==> config.mk <==
export PLATFORM = sky130hd
export DESIGN_NAME = rs_station
export DESIGN_NICKNAME = d
export VERILOG_FILES = /design/src/rtl/rs_pkg.sv /design/src/rtl/rs_age_matrix.sv /design/src/rtl/rs_station.sv
export SDC_FILE = /design/constraint.sdc
export NUM_CORES = 2
export LEC_CHECK = 0
export ABC_CLOCK_PERIOD_IN_PS = 67900
export CORE_ASPECT_RATIO = 1.1
export CORE_MARGIN = 5
export CORE_UTILIZATION = 40
export DETAILED_ROUTE_END_ITERATION = 10
export SYNTH_ARGS = -nofsm -noshare
export SYNTH_HDL_FRONTEND = slang
export SYNTH_SLANG_ARGS = --single-unit
==> constraint.sdc <==
create_clock -name clk -period 67.9 [get_ports clk]
set_input_delay 13.58 -clock clk [delete_from_list [all_inputs] [get_ports clk]]
set_output_delay 13.58 -clock clk [all_outputs]
set_load 0.05 [all_outputs]
==> src/rtl/rs_pkg.sv <==
// rs_pkg: shared constants and entry layout for the ALU reservation station.
package rs_pkg;

    localparam int RS_DEPTH   = 8;
    localparam int RS_ROB_W   = 4;
    localparam int RS_XLEN    = 32;
    localparam int RS_NUM_CDB = 2;

    localparam logic [6:0] I_TYPE = 7'b0010011;
    localparam logic [6:0] R_TYPE = 7'b0110011;
    localparam logic [6:0] B_TYPE = 7'b1100011;

    // Entry layout at the default widths; the station re-derives it per instance.
    typedef struct packed {
        logic [2:0]          op;
        logic [6:0]          itype;
        logic                other;
        logic [RS_ROB_W-1:0] rob_id;
        logic [RS_XLEN-1:0]  v1;
        logic [RS_XLEN-1:0]  v2;
        logic                dep1;
        logic                dep2;
        logic [RS_ROB_W-1:0] tag1;
        logic [RS_ROB_W-1:0] tag2;
    } rs_entry_t;

endpackage

==> src/rtl/rs_age_matrix.sv <==
// rs_age_matrix: pairwise older-than bits; grants the oldest requester.
module rs_age_matrix
    import rs_pkg::*;
#(
    parameter int DEPTH = RS_DEPTH
) (
    input  logic             clk,
    input  logic             rst,
    input  logic             i_en,
    input  logic             i_clear,
    input  logic [DEPTH-1:0] i_alloc,
    input  logic [DEPTH-1:0] i_free,
    input  logic [DEPTH-1:0] i_req,
    output logic [DEPTH-1:0] o_gnt
);

    // r_older[i][j] set means entry i is older than entry j
    logic [DEPTH-1:0][DEPTH-1:0] r_older;
    logic [DEPTH-1:0][DEPTH-1:0] w_older_nxt;

    always_comb begin
        w_older_nxt = r_older;
        for (int i = 0; i < DEPTH; i++) begin
            for (int j = 0; j < DEPTH; j++) begin
                if (i_alloc[i])
                    w_older_nxt[i][j] = 1'b0;
                if (i_alloc[j] && i != j)
                    w_older_nxt[i][j] = 1'b1;
                if (i_free[i] || i_free[j])
                    w_older_nxt[i][j] = 1'b0;
            end
        end
    end

    always_ff @(posedge clk or posedge rst) begin
        if (rst)
            r_older <= '0;
        else if (i_en)
            r_older <= i_clear ? '0 : w_older_nxt;
    end

    always_comb begin
        o_gnt = '0;
        for (int i = 0; i < DEPTH; i++) begin
            o_gnt[i] = i_req[i];
            for (int j = 0; j < DEPTH; j++) begin
                if (i_req[j] && r_older[j][i])
                    o_gnt[i] = 1'b0;
            end
        end
    end

endmodule

==> src/rtl/rs_station.sv <==
// rs_station: ALU reservation station with CDB wakeup, insert bypass
// and oldest-ready-first dispatch over a valid/ready handshake.
module rs_station
    import rs_pkg::*;
#(
    parameter int DEPTH   = RS_DEPTH,
    parameter int ROB_W   = RS_ROB_W,
    parameter int XLEN    = RS_XLEN,
    parameter int NUM_CDB = RS_NUM_CDB,
    parameter int CNT_W   = $clog2(DEPTH) + 1
) (
    input  logic                     clk,
    input  logic                     rst,
    input  logic                     rdy,
    input  logic                     flush,
    input  logic                     in_valid,
    output logic                     in_ready,
    input  logic [2:0]               in_op,
    input  logic [6:0]               in_type,
    input  logic                     in_other,
    input  logic [ROB_W-1:0]         in_rob_id,
    input  logic [XLEN-1:0]          in_v1,
    input  logic [XLEN-1:0]          in_v2,
    input  logic                     in_dep1,
    input  logic                     in_dep2,
    input  logic [ROB_W-1:0]         in_tag1,
    input  logic [ROB_W-1:0]         in_tag2,
    input  logic [NUM_CDB-1:0]       cdb_valid,
    input  logic [NUM_CDB*ROB_W-1:0] cdb_tag,
    input  logic [NUM_CDB*XLEN-1:0]  cdb_value,
    output logic                     ex_valid,
    input  logic                     ex_ready,
    output logic [2:0]               ex_op,
    output logic [6:0]               ex_type,
    output logic                     ex_other,
    output logic [ROB_W-1:0]         ex_rob_id,
    output logic [XLEN-1:0]          ex_v1,
    output logic [XLEN-1:0]          ex_v2,
    output logic [CNT_W-1:0]         count
);

    typedef struct packed {
        logic [2:0]       op;
        logic [6:0]       itype;
        logic             other;
        logic [ROB_W-1:0] rob_id;
        logic [XLEN-1:0]  v1;
        logic [XLEN-1:0]  v2;
        logic             dep1;
        logic             dep2;
        logic [ROB_W-1:0] tag1;
        logic [ROB_W-1:0] tag2;
    } ent_t;

    logic [DEPTH-1:0] r_busy;
    ent_t [DEPTH-1:0] r_ent;
    logic [CNT_W-1:0] r_count;

    ent_t [DEPTH-1:0] w_ent_nxt;
    ent_t             w_new;
    logic [DEPTH-1:0] w_free_oh;
    logic [DEPTH-1:0] w_alloc;
    logic [DEPTH-1:0] w_free;
    logic [DEPTH-1:0] w_req;
    logic [DEPTH-1:0] w_gnt;
    logic             w_ins;
    logic             w_disp;
    logic [XLEN:0]    w_byp1;
    logic [XLEN:0]    w_byp2;

    // {hit, value}; the lowest-numbered matching port wins
    function automatic logic [XLEN:0] cdb_lookup(
        input logic [ROB_W-1:0]         tag,
        input logic [NUM_CDB-1:0]       vld,
        input logic [NUM_CDB*ROB_W-1:0] tags,
        input logic [NUM_CDB*XLEN-1:0]  vals
    );
        logic [XLEN:0] w_res;
        w_res = '0;
        for (int k = NUM_CDB - 1; k >= 0; k--) begin
            if (vld[k] && tags[k*ROB_W +: ROB_W] == tag)
                w_res = {1'b1, vals[k*XLEN +: XLEN]};
        end
        return w_res;
    endfunction

    assign in_ready = rdy && !(&r_busy);
    assign w_ins    = in_valid && in_ready && !flush;

    always_comb begin
        w_free_oh = '0;
        for (int i = DEPTH - 1; i >= 0; i--) begin
            if (!r_busy[i]) begin
                w_free_oh    = '0;
                w_free_oh[i] = 1'b1;
            end
        end
    end

    assign w_alloc = w_ins ? w_free_oh : '0;

    always_comb begin
        w_byp1       = cdb_lookup(in_tag1, cdb_valid, cdb_tag, cdb_value);
        w_byp2       = cdb_lookup(in_tag2, cdb_valid, cdb_tag, cdb_value);
        w_new.op     = in_op;
        w_new.itype  = in_type;
        w_new.other  = in_other;
        w_new.rob_id = in_rob_id;
        w_new.tag1   = in_tag1;
        w_new.tag2   = in_tag2;
        w_new.dep1   = in_dep1 && !w_byp1[XLEN];
        w_new.dep2   = in_dep2 && !w_byp2[XLEN];
        w_new.v1     = (in_dep1 && w_byp1[XLEN]) ? w_byp1[XLEN-1:0] : in_v1;
        w_new.v2     = (in_dep2 && w_byp2[XLEN]) ? w_byp2[XLEN-1:0] : in_v2;
    end

    // Stale tags on already-ready operands are never compared
    always_comb begin
        logic [XLEN:0] w_wk1;
        logic [XLEN:0] w_wk2;
        for (int i = 0; i < DEPTH; i++) begin
            w_wk1 = cdb_lookup(r_ent[i].tag1, cdb_valid, cdb_tag, cdb_value);
            w_wk2 = cdb_lookup(r_ent[i].tag2, cdb_valid, cdb_tag, cdb_value);
            w_ent_nxt[i] = r_ent[i];
            if (r_busy[i] && r_ent[i].dep1 && w_wk1[XLEN]) begin
                w_ent_nxt[i].dep1 = 1'b0;
                w_ent_nxt[i].v1   = w_wk1[XLEN-1:0];
            end
            if (r_busy[i] && r_ent[i].dep2 && w_wk2[XLEN]) begin
                w_ent_nxt[i].dep2 = 1'b0;
                w_ent_nxt[i].v2   = w_wk2[XLEN-1:0];
            end
            if (w_alloc[i])
                w_ent_nxt[i] = w_new;
        end
    end

    always_comb begin
        w_req = '0;
        for (int i = 0; i < DEPTH; i++)
            w_req[i] = r_busy[i] && !r_ent[i].dep1 && !r_ent[i].dep2;
    end

    rs_age_matrix #(
        .DEPTH(DEPTH)
    ) u_age (
        .clk     (clk),
        .rst     (rst),
        .i_en    (rdy),
        .i_clear (flush),
        .i_alloc (w_alloc),
        .i_free  (w_free),
        .i_req   (w_req),
        .o_gnt   (w_gnt)
    );

    assign ex_valid = rdy && !flush && (|w_req);
    assign w_disp   = ex_valid && ex_ready;
    assign w_free   = w_disp ? w_gnt : '0;

    always_comb begin
        ex_op     = '0;
        ex_type   = '0;
        ex_other  = 1'b0;
        ex_rob_id = '0;
        ex_v1     = '0;
        ex_v2     = '0;
        for (int i = 0; i < DEPTH; i++) begin
            if (w_gnt[i]) begin
                ex_op     = r_ent[i].op;
                ex_type   = r_ent[i].itype;
                ex_other  = r_ent[i].other;
                ex_rob_id = r_ent[i].rob_id;
                ex_v1     = r_ent[i].v1;
                ex_v2     = r_ent[i].v2;
            end
        end
    end

    always_ff @(posedge clk or posedge rst) begin
        if (rst) begin
            r_busy  <= '0;
            r_ent   <= '0;
            r_count <= '0;
        end else if (rdy) begin
            if (flush) begin
                r_busy  <= '0;
                r_count <= '0;
            end else begin
                r_busy  <= (r_busy & ~w_free) | w_alloc;
                r_ent   <= w_ent_nxt;
                r_count <= r_count + CNT_W'(w_ins) - CNT_W'(w_disp);
            end
        end
    end

    assign count = r_count;

endmodule

# Yosys cells after proc, flatten, opt, wreduce, memory -nomap -nowiden
# Cells that the tools add are included.
# word_totals
ff_bits,788
in_bits,169
out_inout_bits,85
word_cells,839
# classes
add_sub_neg,2
eq_ne,36
n_mux,331
bitwise_logic,4
reduce_logical,320
# op_table
operator,count
2-to-1 mux 33 bit,36
2-to-1 mux 32 bit,34
2-to-1 mux 74 bit,8
2-to-1 mux 1 bit,216
logical AND 1 bit,158
== test 4 bit,36
nonzero test 4 bit,28
2-to-1 mux 8 bit,11
AND reduction 2 bit,36
AND reduction 3 bit,24
2-to-1 mux 64 bit,1
2-to-1 mux 7 bit,8
2-to-1 mux 4 bit,9
nonzero test 2 bit,16
logical OR 1 bit,28
2-to-1 mux 3 bit,8
nonzero test 3 bit,8
logical NOT 1 bit,20
bitwise AND 8 bit,1
NOT 8 bit,1
bitwise OR 8 bit,1
AND reduction 8 bit,1
OR reduction 8 bit,1
adder 4 x 1 -> 4 bit,1
2 further kinds,2

# Longest topological paths before layout
# depth
depth_word,20
mapped_depth,14
depth_no_buf,12

# Cells and area by module
# From an unflattened synthesis, not the netlist that was laid out.
# hier_totals
cells_unflattened,5348
hier_area_um2,48776.8
# modules_own_cells
module,instances,cells_each,area_per_inst_um2,seq_area_each_um2
rs_station,1,5071,45869.0,18117.4
rs_age_matrix,1,277,2907.8,1401.3

# Least setup slack after synthesis
# No wires, ideal clock.
# synth_path
kind,input -> output
startpoint,input rdy
endpoint,output ex_valid
arrival_ns,14.623
required_ns,54.320
path_slack_ns,39.697
cell_stages,3
n_path_buf,1
cell_sequence,buf_2 nand2b_1 a21oi_1
# synth_via
elab_chain_cells,2
# synth_lines
element,line_no,source
"start, declared",rs_station.sv:14,"input logic rdy,"
logical AND 1 bit (2 in series),rs_station.sv:157,assign ex_valid = rdy && !flush && (|w_req);
"end, declared",rs_station.sv:31,"output logic ex_valid,"
# No other way between the ends.

# Worst setup path after layout
# Ends and elaborated chain as after synthesis.

==> metrics.cfg <==
[global_routing]
antenna_found_initial = 6
grt-ovfl-total = 0
grt_pass1_vias = 42200
grt_pass1_wl_um = 288000
track_usage_pct = 29.2
grt_max_degree = 153

[placement]
place_congestion = 0.855
preCtsSetupSlack_ps = 38900
placed_area_mm2 = 0.0522
dpl.cell_count = 6347
port_buffers = 253
dp_hpwl_um = 109000

[sta]
worst_slew_pin_slew_ps = 1340
holdWs_ps = 476
final_max_slew_viol_count = 0
layout_setup_ws_ps = 38880
finalHoldViolCount = 0
fmax_mhz = 34.5
period_share_pct = 42.7
setup_tns_ps = 0
rsz0062_at_grt = false
finClkSkew_ps = 29.8
slew_headroom_pct = 10.5
finalCriticalPeriod_ps = 29020
setup_viol = 0

[clocking]
htree_levels = 3
cts_tree = built
clk_latency_ps = 680
ctsLongestPathBuffers = 3
postCtsSetupRepairBufs = 0
cts_made_buffers = 89
root_buffer = clkbuf_16
ctsHoldBuffers = 0
cts.clk_slew.worst_paths_ps = 60
cts_resized = 0
cts_sinks = 780

[yosys]
synth-edff-count = 0
synth_cells = 4956
netlist_area_mm2 = 0.0491
yosys.area_share.simple_pct = 11.2
synth_compound_area_share_pct = 16.1
avgSynthCellArea_um2 = 9.90
async_reset_ff_share_pct = 100
muxShareOfSynthArea_pct = 24.7
synth_top_family_by_area = multiplexers
synth_ff_type = dfrtp_1
synth_top_area_cell = dfrtp_1
synth_nets = 5130
synth_xor_area_share_pct = 2.61
ys_seq_area_share_pct = 39.8
synth_fa_ha_area_share_pct = 0.143
synth.top_cell.area_share_pct = 39.8
synthTopCellsByArea = dfrtp_1 40%, mux2i_1 14%, mux2_2 10%
ys_ff_latch = 780
yosysWarnings = 0
synth_cell_types = 67

[worst_setup_path]
worstSetupPathType = input port to primary output
arrival_ps = 15440
cp_max_fo = 73
r2r-start = r_busy[0]$_DFFE_PP0P_
required_ps = 54320
slowest_stage = clkdlybuf4s50_1
r2r_cells = 8
worst_setup_path_start_kind = input port
path_cells = buf_2, buf_4, nand2b_1, a21oi_1, clkdlybuf4s50_1
r2r_setup_slack_ps = 63750
worstSetupEndpointType = primary output
worst-path-buf-inv = 3
cp_top_family = buffers and inverters
cpPeakStageDelay_ps = 820
r2r-end = u_age.r_older[41]$_DFFE_PP0P_

[cells_and_area]
fill_cells = 11400
areaGrowthSynthToFinish_pct = 12.3
final_cell_mix = 780 x dfrtp_1, 701 x mux2i_1, 600 x nand2_1, 446 x mux2_2, 401 x nand3_1
layout_commonest_cell = dfrtp_1
postLayoutCellArea_mm2 = 0.0551
finalNetCount = 4980
drive_above_1_share_pct = 16.3
stdcell_count = 6505

[die]
dieHeight_um = 377
core.rowCount = 134
io_pins = 254
floorplan.die_area_mm2 = 0.130
die_x_um = 344
start_util_pct = 40.4
core-area_mm2 = 0.122

[power_and_ir_drop]
power_frac_clock_pct = 37.5
power.sequential.fraction_pct = 42.0
pwr-share-comb_pct = 20.6
switchingPower_uw = 410
internal_power_uw = 907
swShare_pct = 31.2
powerDensity_mw_per_mm2 = 23.9
leakagePower_nw = 23.4
irDropWorstVdd_uv = 18.9

[drt]
dr.pass1.iters = 8
drt-initial-drc-count = 4902
ant_nets = 0
routedWlPerCell_um = 30.1
drc_errors = 0
wirelength_um = 196000
routed-via-count = 42600
via_per_inst = 6.55

[worst_hold_path]
hold-path-endpoint = r_ent[346]$_DFFE_PP0P_
hp-class = flop to flop
hold_depth = 2
hp-start = r_ent[346]$_DFFE_PP0P_

[run]
maxCapViolCount = 0

[run_status]
status = completed

[per-stage QoR]
stage                     util (%)  power (mW)
after floorplan                  -       0.739
after detailed placement      43.0       0.826
after global routing          45.3        1.36
final                         45.3        1.32
after CTS                     45.3        1.32
after global placement        43.0       0.821
[layout make-up]
type	instances	area (µm²)	area share, %
clock inverter	24	295	0.536
sequential	780	19500	35.4
multi-input combinational	3542	27100	49.2
timing repair buffer	382	3510	6.37
antenna	4	10.0	0.0182
clock buffer	130	2550	4.64
tap	1632	2040	3.71
inverter	11	48.8	0.0886
[registers in the layout, summed over array words and instances, names as in the netlist]
name and flops:
count 4, u_age.r_older 56, r_ent 712, r_busy 8
[worst max-delay path by stage]
stage,from,endpoint,slack [ps],cells past startpoint
after floorplan,rst,count[0]$_DFFE_PP0P_,32420,1
after global placement,flush,ex_valid,38880,5
after detailed placement,rdy,ex_valid,38900,5
after CTS,flush,ex_valid,38900,5
after global routing,rdy,ex_valid,38780,5
final,rdy,ex_valid,38880,5
[logic make-up after synthesis]
family	after synthesis
multiplexers	1152
AND/OR/NAND/NOR	1133
AO/OA/AOI/OAI	1106
flip-flops	780
buffers and inverters	634
XOR/XNOR	146
adder cells (fa/ha/maj)	5
[synthesized netlist by cell type, drive strengths merged, types with 14 or more instances]
master,count
o2bb2ai,122
a21oi,240
a22oi,57
mux2i,701
o21ai,70
xor2,108
o221ai,227
a31oi,79
dfrtp,780
clkbuf,359
nand2,603
xnor2,38
mux2,451
buf,264
o22ai,168
nor2,14
nand3,405
a22o,14
nor4,34
a211o,80
nor4bb,19
[power by group through the flow]
stage	Clock, mW	Sequential (mW)	Combinational, mW
after global placement	0	0.558	0.263
final	0.493	0.553	0.271
after detailed placement	0	0.559	0.267
after floorplan	0	0.554	0.185
after CTS	0.497	0.551	0.269
after global routing	0.515	0.558	0.291
[metal layers]
| metal | vias up | GRT usage, % | share of wire (%) |
|---|---|---|---|
| li1 | 18100 | - | - |
| met1 | 21500 | 39.3 | 40 |
| met2 | 2531 | 45.9 | 46 |
| met3 | 514 | 5.57 | 9.4 |
| met4 | 2 | 12.9 | 4.7 |
| met5 | - | 0 | 0.0066 |
[tightest hold or removal path, stage by stage (launching register included)]
cell and delay, ps:
dfrtp_1 340, nand2_1 50, nand2_1 50
No activity file was read; power rests on OpenSTA's default activity.
